[src/rtl/fetch_stage_pkg.sv]
// fetch_stage_pkg
//   Shared constants for the fetch and decode stages: instruction width,
//   bubble encoding (addi x0,x0,0), default reset PC and the PC step.
//   Also holds a small helper that classifies a redirect target as
//   word-misaligned.
package fetch_stage_pkg;

    localparam int          INST_SIZE        = 32;
    localparam logic [31:0] NOP_ENCODING     = 32'h0000_0013;
    localparam logic [31:0] RESET_PC_DEFAULT = 32'h0000_0000;
    localparam logic [31:0] PC_STEP          = 32'd4;

    // A redirect target is misaligned when either of its two low bits is set.
    function automatic logic is_misaligned(input logic [1:0] low_bits);
        return |low_bits;
    endfunction

endpackage

[src/rtl/fetch_stage_pc_register.sv]
// pc_register
//   Program-counter state for the fetch stage, including the next-PC mux.
//   Update priority on each rising edge: rst > redirect > hold > +4.
//
// Ports
//   clk         : rising-edge clock
//   rst         : synchronous active-high reset, loads RESET_PC
//   enable      : 1 = advance sequentially, 0 = hold (ignored on redirect)
//   redirect    : load the redirect target this edge
//   target_word : redirect target bits [31:2]; the low bits are forced to 0
//   pc          : current fetch PC
module pc_register
    import fetch_stage_pkg::*;
#(
    parameter logic [31:0] RESET_PC = RESET_PC_DEFAULT
) (
    input  logic        clk,
    input  logic        rst,
    input  logic        enable,
    input  logic        redirect,
    input  logic [29:0] target_word,
    output logic [31:0] pc
);

    logic [31:0] pc_next;

    always_comb begin
        pc_next = pc;
        if (redirect) begin
            pc_next = {target_word, 2'b00};
        end else if (enable) begin
            // Natural 32-bit wrap: FFFF_FFFC + 4 -> 0.
            pc_next = pc + PC_STEP;
        end
    end

    always_ff @(posedge clk) begin
        if (rst) begin
            pc <= RESET_PC;
        end else begin
            pc <= pc_next;
        end
    end

endmodule

[src/rtl/fetch_stage.sv]
// fetch_stage
//   Instruction fetch stage: PC register (pc_register sub-module), IF/ID
//   pipeline register, sticky misaligned-redirect flag and a count of
//   instructions accepted into IF/ID. Instruction memory is read
//   combinationally, so an instruction reaches InstrD one edge after its
//   address is presented.
//
// Ports
//   clk, rst     : clock, synchronous active-high reset
//   STALL_F      : hold the fetch PC
//   STALL_D      : hold the IF/ID register
//   FLUSH_D      : replace IF/ID with a bubble
//   PC_SRC       : redirect request from execute
//   PC_TARGET    : redirect address
//   IMEM_ADDR    : instruction memory address (= fetch PC)
//   IMEM_RDATA   : instruction word at IMEM_ADDR
//   InstrD       : decode-stage instruction
//   PCD          : PC of InstrD
//   PC_PLUS4D    : PCD + 4
//   VALID_D      : InstrD is a fetched instruction, not a bubble
//   MISALIGN_ERR : sticky, set by a redirect to a non-word-aligned target
//   FETCH_CNT    : number of loads into IF/ID
module fetch_stage
    import fetch_stage_pkg::*;
#(
    parameter logic [31:0]          RESET_PC  = RESET_PC_DEFAULT,
    parameter logic [INST_SIZE-1:0] NOP_INSTR = NOP_ENCODING
) (
    input  logic                 clk,
    input  logic                 rst,
    input  logic                 STALL_F,
    input  logic                 STALL_D,
    input  logic                 FLUSH_D,
    input  logic                 PC_SRC,
    input  logic [31:0]          PC_TARGET,
    output logic [31:0]          IMEM_ADDR,
    input  logic [INST_SIZE-1:0] IMEM_RDATA,
    output logic [INST_SIZE-1:0] InstrD,
    output logic [31:0]          PCD,
    output logic [31:0]          PC_PLUS4D,
    output logic                 VALID_D,
    output logic                 MISALIGN_ERR,
    output logic [31:0]          FETCH_CNT
);

    logic [31:0]          pc_p0;
    logic [INST_SIZE-1:0] instr_p1;
    logic [31:0]          pc_p1;
    logic [31:0]          pc_plus4_p1;
    logic                 vld_p1;
    logic                 misalign;
    logic [31:0]          fetch_cnt;
    logic                 load;

    // Stage 0: fetch PC
    pc_register #(
        .RESET_PC (RESET_PC)
    ) u_pc_register (
        .clk         (clk),
        .rst         (rst),
        .enable      (!STALL_F),
        .redirect    (PC_SRC),
        .target_word (PC_TARGET[31:2]),
        .pc          (pc_p0)
    );

    assign IMEM_ADDR = pc_p0;

    // IF/ID loads only when neither flushed nor stalled; a reload of the
    // same address while STALL_F holds the PC is a real, counted load.
    assign load = !FLUSH_D && !STALL_D;

    // Stage 1: IF/ID register
    always_ff @(posedge clk) begin
        if (rst || FLUSH_D) begin
            instr_p1    <= NOP_INSTR;
            pc_p1       <= 32'd0;
            pc_plus4_p1 <= PC_STEP;
            vld_p1      <= 1'b0;
        end else if (load) begin
            instr_p1    <= IMEM_RDATA;
            pc_p1       <= pc_p0;
            pc_plus4_p1 <= pc_p0 + PC_STEP;
            vld_p1      <= 1'b1;
        end
    end

    always_ff @(posedge clk) begin
        if (rst) begin
            fetch_cnt <= 32'd0;
            misalign  <= 1'b0;
        end else begin
            if (load) begin
                fetch_cnt <= fetch_cnt + 32'd1;
            end
            if (PC_SRC && is_misaligned(PC_TARGET[1:0])) begin
                misalign <= 1'b1;
            end
        end
    end

    assign InstrD       = instr_p1;
    assign PCD          = pc_p1;
    assign PC_PLUS4D    = pc_plus4_p1;
    assign VALID_D      = vld_p1;
    assign MISALIGN_ERR = misalign;
    assign FETCH_CNT    = fetch_cnt;

endmodule

[config.mk]
export PLATFORM = sky130hd
export DESIGN_NAME = fetch_stage
export DESIGN_NICKNAME = d
export VERILOG_FILES = /design/src/rtl/fetch_stage_pkg.sv /design/src/rtl/fetch_stage_pc_register.sv /design/src/rtl/fetch_stage.sv
export SDC_FILE = /design/constraint.sdc
export NUM_CORES = 1
export LEC_CHECK = 0
export CORE_ASPECT_RATIO = 0.8
export CORE_MARGIN = 10
export CORE_UTILIZATION = 42
export DETAILED_ROUTE_END_ITERATION = 6
export PLACE_DENSITY_LB_ADDON = 0.12
export SETUP_SLACK_MARGIN = 0.15
export SYNTH_ARGS = -nofsm -noshare
export SYNTH_HDL_FRONTEND = slang
export SYNTH_SLANG_ARGS = --single-unit
[constraint.sdc]
create_clock -name clk -period 2.2 [get_ports clk]
set_input_delay 0.44 -clock clk [delete_from_list [all_inputs] [get_ports clk]]
set_output_delay 0.44 -clock clk [all_outputs]
set_load 0.05 [all_outputs]
==> summary.txt <==
Outcome
  • Status: complete, no violations

Final layout
  • Finished Layout Cells: between 1000 and 1500
  • Nets: approximately 1100
  • Share of layout cells above drive strength 1: approximately 13%
  • Layout Area Growth over Synthesis: 47.51%

Timing
  • Setup-failing EPs final: 0
  • Worst slew pin tran: around 0.57 ns
  • Final worst slack: ~0.16 ns
  • Fin. max-slew vios: 0
  • Max Clock Freq: approximately 500 MHz
  • Period utilization: between 90% and 100%
  • Rel. slew slack: 61.89%
  • Hold violation total from the final report: 0
  • Skew final: between 0.015 and 0.02 ns
  • Min Tclk post-route: between 2 and 2.5 ns
  • Setup tns final: 0 ns
  • RSZ-0062 raised after global routing: yes

Worst setup path
  • Setup CP Type: flop to flop
  • Crit path launch type: flop
  • Crit-path max FO: 10
  • Crit path capture type: flop
  • Arrival @ worst endpoint: approximately 2.4 ns
  • CP required: approximately 2.6 ns

Hold path
  • HP Class: flop to flop

Clocking
  • Sink Count: between 150 and 200
  • Clock Latency Late Sink: 0.42 ns
  • H-tree Lvls: 4
  • CTS tree: done
  • Cts hold-fix bufs: 0
  • CTS buffer count: 17
  • CTS clock-pin slew for the worst setup and hold paths: 0.06 ns
  • Clock Tree Buf Depth: 2
  • Root Buffer: clkbuf_16

Synthesis
  • FF+latch count, synth: around 160
  • Avg Inst Size Synth: between 8 and 9 um2
  • Post-synthesis cell area: ~6900 um2
  • Syn Inst Count: around 800
  • Sequential fraction of the synthesis area: 45.26%
  • Post-synth EDFFs: 0
  • Ys Warns: 0
  • Synth cell types: 47
  • Ys async rst share: 0%
  • Post-synth top flop: dfxtp_1

Die
  • # rows: just over 40
  • I/O pin count: 232
  • Die area: about 22000 um2
  • Die height: 134.6 um
  • Core ar.: 15950 um2
  • Die width: approximately 160 um
  • Initial Util: between 40% and 50%

Power and ir drop
  • Comb pwr share: between 10% and 20%
  • Pwr/cell area: roughly 650 nW/um2
  • Sw Ratio: around 28%
  • LEAKAGE: 4.839 nW
  • Power share of the sequential group: roughly 45%
  • Int Pwr: around 0.0048 W
  • Clock share of power: about two fifths
  • Net switching power: 0.001897 W
  • Peak supply drop: 0.0004783 V

Global routing
  • Vias in the first global route: ~6000
  • Met1 Track Usage GR: 25.15%
  • First-pass GRT wire length: 34270 um
  • Grt met3 use: under 10%
  • Initial antenna violation count: 2
  • Tot GR Track Use: 19.41%
  • Largest net degree at the start of global routing: 80
  • Overflow after GRT: 0
  • Busiest grt layer: met2
  • Met2 usage: 29.56%

Route
  • DRT Pass-1 Iters: 4
  • Drt drc: 0
  • Iteration-0 DRC Markers: approximately 410
  • Vias per cell: around 5
  • Antenna Nets Post-Route: 0
  • DR WL/cell: about 18 um
  • Final WL: roughly 22000 um
  • Vias post-DR: about 6200

Job
  • Max-Cap Viols: 0

Placed design
  • Cells after DPL: about 1200
  • RD Place Congestion: roughly 0.86
  • PortBufs: 225
  • Pre-CTS WS: -0.2193 ns
  • Detail Placement HPWL: approximately 16000 um
-- cell usage after synthesis (all sizes together) (2+ instances only) --
library cell / n / area share [%]
or3: 12 / 1.1
and2: 4 / 0.36
nor4: 11 / 2.0
nand3: 23 / 1.7
or4: 3 / 0.33
o21ai: 35 / 2.5
inv: 11 / 0.60
a311oi: 4 / 0.51
and3: 5 / 0.45
nand4: 26 / 2.4
a21oi: 42 / 3.0
buf: 28 / 2.2
and4: 5 / 0.63
nand4b: 3 / 0.38
a211oi: 16 / 1.7
nor2b: 3 / 0.27
nand2: 39 / 2.1
nor3: 17 / 1.4
dfxtp: 156 / 45
xnor2: 40 / 5.1
clkbuf: 38 / 2.1
xor2: 35 / 4.4
mux2i: 68 / 9.9
nor2: 140 / 7.6
ha: 2 / 0.36
-- power by group through the flow --
stage / Combinational, W / Sequential [W] / Clock [W]
after floorplan: 0.000369 / 0.00336 / 0
after global placement: 0.00106 / 0.00309 / 0
after detailed placement: 0.00106 / 0.00309 / 0
after CTS: 0.00104 / 0.00303 / 0.00266
after global routing: 0.00109 / 0.00304 / 0.00277
final: 0.00103 / 0.00302 / 0.00261
-- worst max-delay path, stage by stage (launching register included) --
cell	delay, ns
dfxtp_4	0.38
ha_4	0.13
or3b_4	0.37
or4_4	0.48
buf_6	0.16
or3_1	0.31
a21oi_1	0.14
-- state kept, by name, indices dropped and copies added, names as in the netlist --
name / count
u_pc_register.pc: 30
InstrD: 32
PC_PLUS4D: 30
MISALIGN_ERR: 1
FETCH_CNT: 32
VALID_D: 1
PCD: 30
-- cell type report --
class | count | area (um2)
clock inverter | 11 | 67.56
clock buffer | 20 | 446.7
tap | 215 | 269.0
multi-input combinational | 550 | 3530
timing repair buffer | 268 | 2615
inverter | 11 | 41.29
fill | 1391 | 5776
sequential | 156 | 3204
antenna | 2 | 5.005
-- timing repair --
| action | in CTS | in global routing |
|---|---|---|
| endpoints found under the setup margin | 69 | 59 |
| setup buffers | 0 | 1 |
| pin swaps | 0 | 3 |
| gates resized for setup | 67 | 53 |
-- cells in the final DEF, fill, tap and decap left out, drive strengths merged, types with 2 or more instances in the layout --
master	Yosys	layout
dlymetal6s2s	0	45
clkinv	0	8
a21oi	42	42
nand3	23	23
diode	0	2
o21ai	35	35
ha	2	2
nand4	26	26
or4	3	3
a211oi	16	16
clkdlybuf4s50	0	106
nor2	140	140
dfxtp	156	156
inv	11	14
nand2	39	39
or3	12	12
a311oi	4	4
xor2	35	35
dlygate4sd2	0	66
clkbuf	38	20
nand4b	3	3
buf	28	51
and2	4	4
conb	1	6
xnor2	40	40
mux2i	68	68
nor2b	3	3
nor4	11	11
and3	5	5
nor3	17	17
and4	5	5
-- stage by stage --
stage               cell area (um2)  hold slack [ns]  total power, W  util [%]
CTS                           10020           0.4500        0.006724     62.79
detailed placement             9582           0.4403        0.004146     60.06
floorplan                      7083           0.5651        0.003730         -
global route                  10180           0.4660        0.006903     63.78
global placement               9582           0.4317        0.004143     60.06
finish                        10180           0.4470        0.006660     63.80
-- path summary, 6_finish.rpt --
kind | start | to | slack [ns] | cells past startpoint
worst min register to register | MISALIGN_ERR$_SDFFE_PP0P_ | MISALIGN_ERR$_SDFFE_PP0P_ | 0.45 | 2
worst min-delay path | MISALIGN_ERR$_SDFFE_PP0P_ | MISALIGN_ERR$_SDFFE_PP0P_ | 0.45 | 2
worst max register to register | FETCH_CNT[0]$_SDFFE_PP0P_ | FETCH_CNT[18]$_SDFFE_PP0P_ | 0.16 | 6
worst max-delay path | FETCH_CNT[0]$_SDFFE_PP0P_ | FETCH_CNT[18]$_SDFFE_PP0P_ | 0.16 | 6
-- metal layers --
layer / wire length (um) / share of wire, % / vias up
met5: 0 / 0 / -
met4: 290 / 1.3 / 0
met3: 1933 / 8.8 / 17
met2: 9746 / 44 / 191
met1: 10110 / 46 / 2891
li1: - / - / 3107
-- logic make-up (layout without fill, tap and decap cells) --
logic type      count (synthesis)  count (layout)  share of synthesized area [%]
buf+inv                        77             310                          4.914
flops                         156             156                          45.26
mux                            68              68                          9.864
other cells                     1               8                        0.05434
xor+xnor                       75              75                          9.519
fa+ha+maj                       2               2                         0.3626
simple gates                  297             297                          21.56
compound gates                102             102                          8.468
No activity file was read; power rests on OpenSTA's default activity.
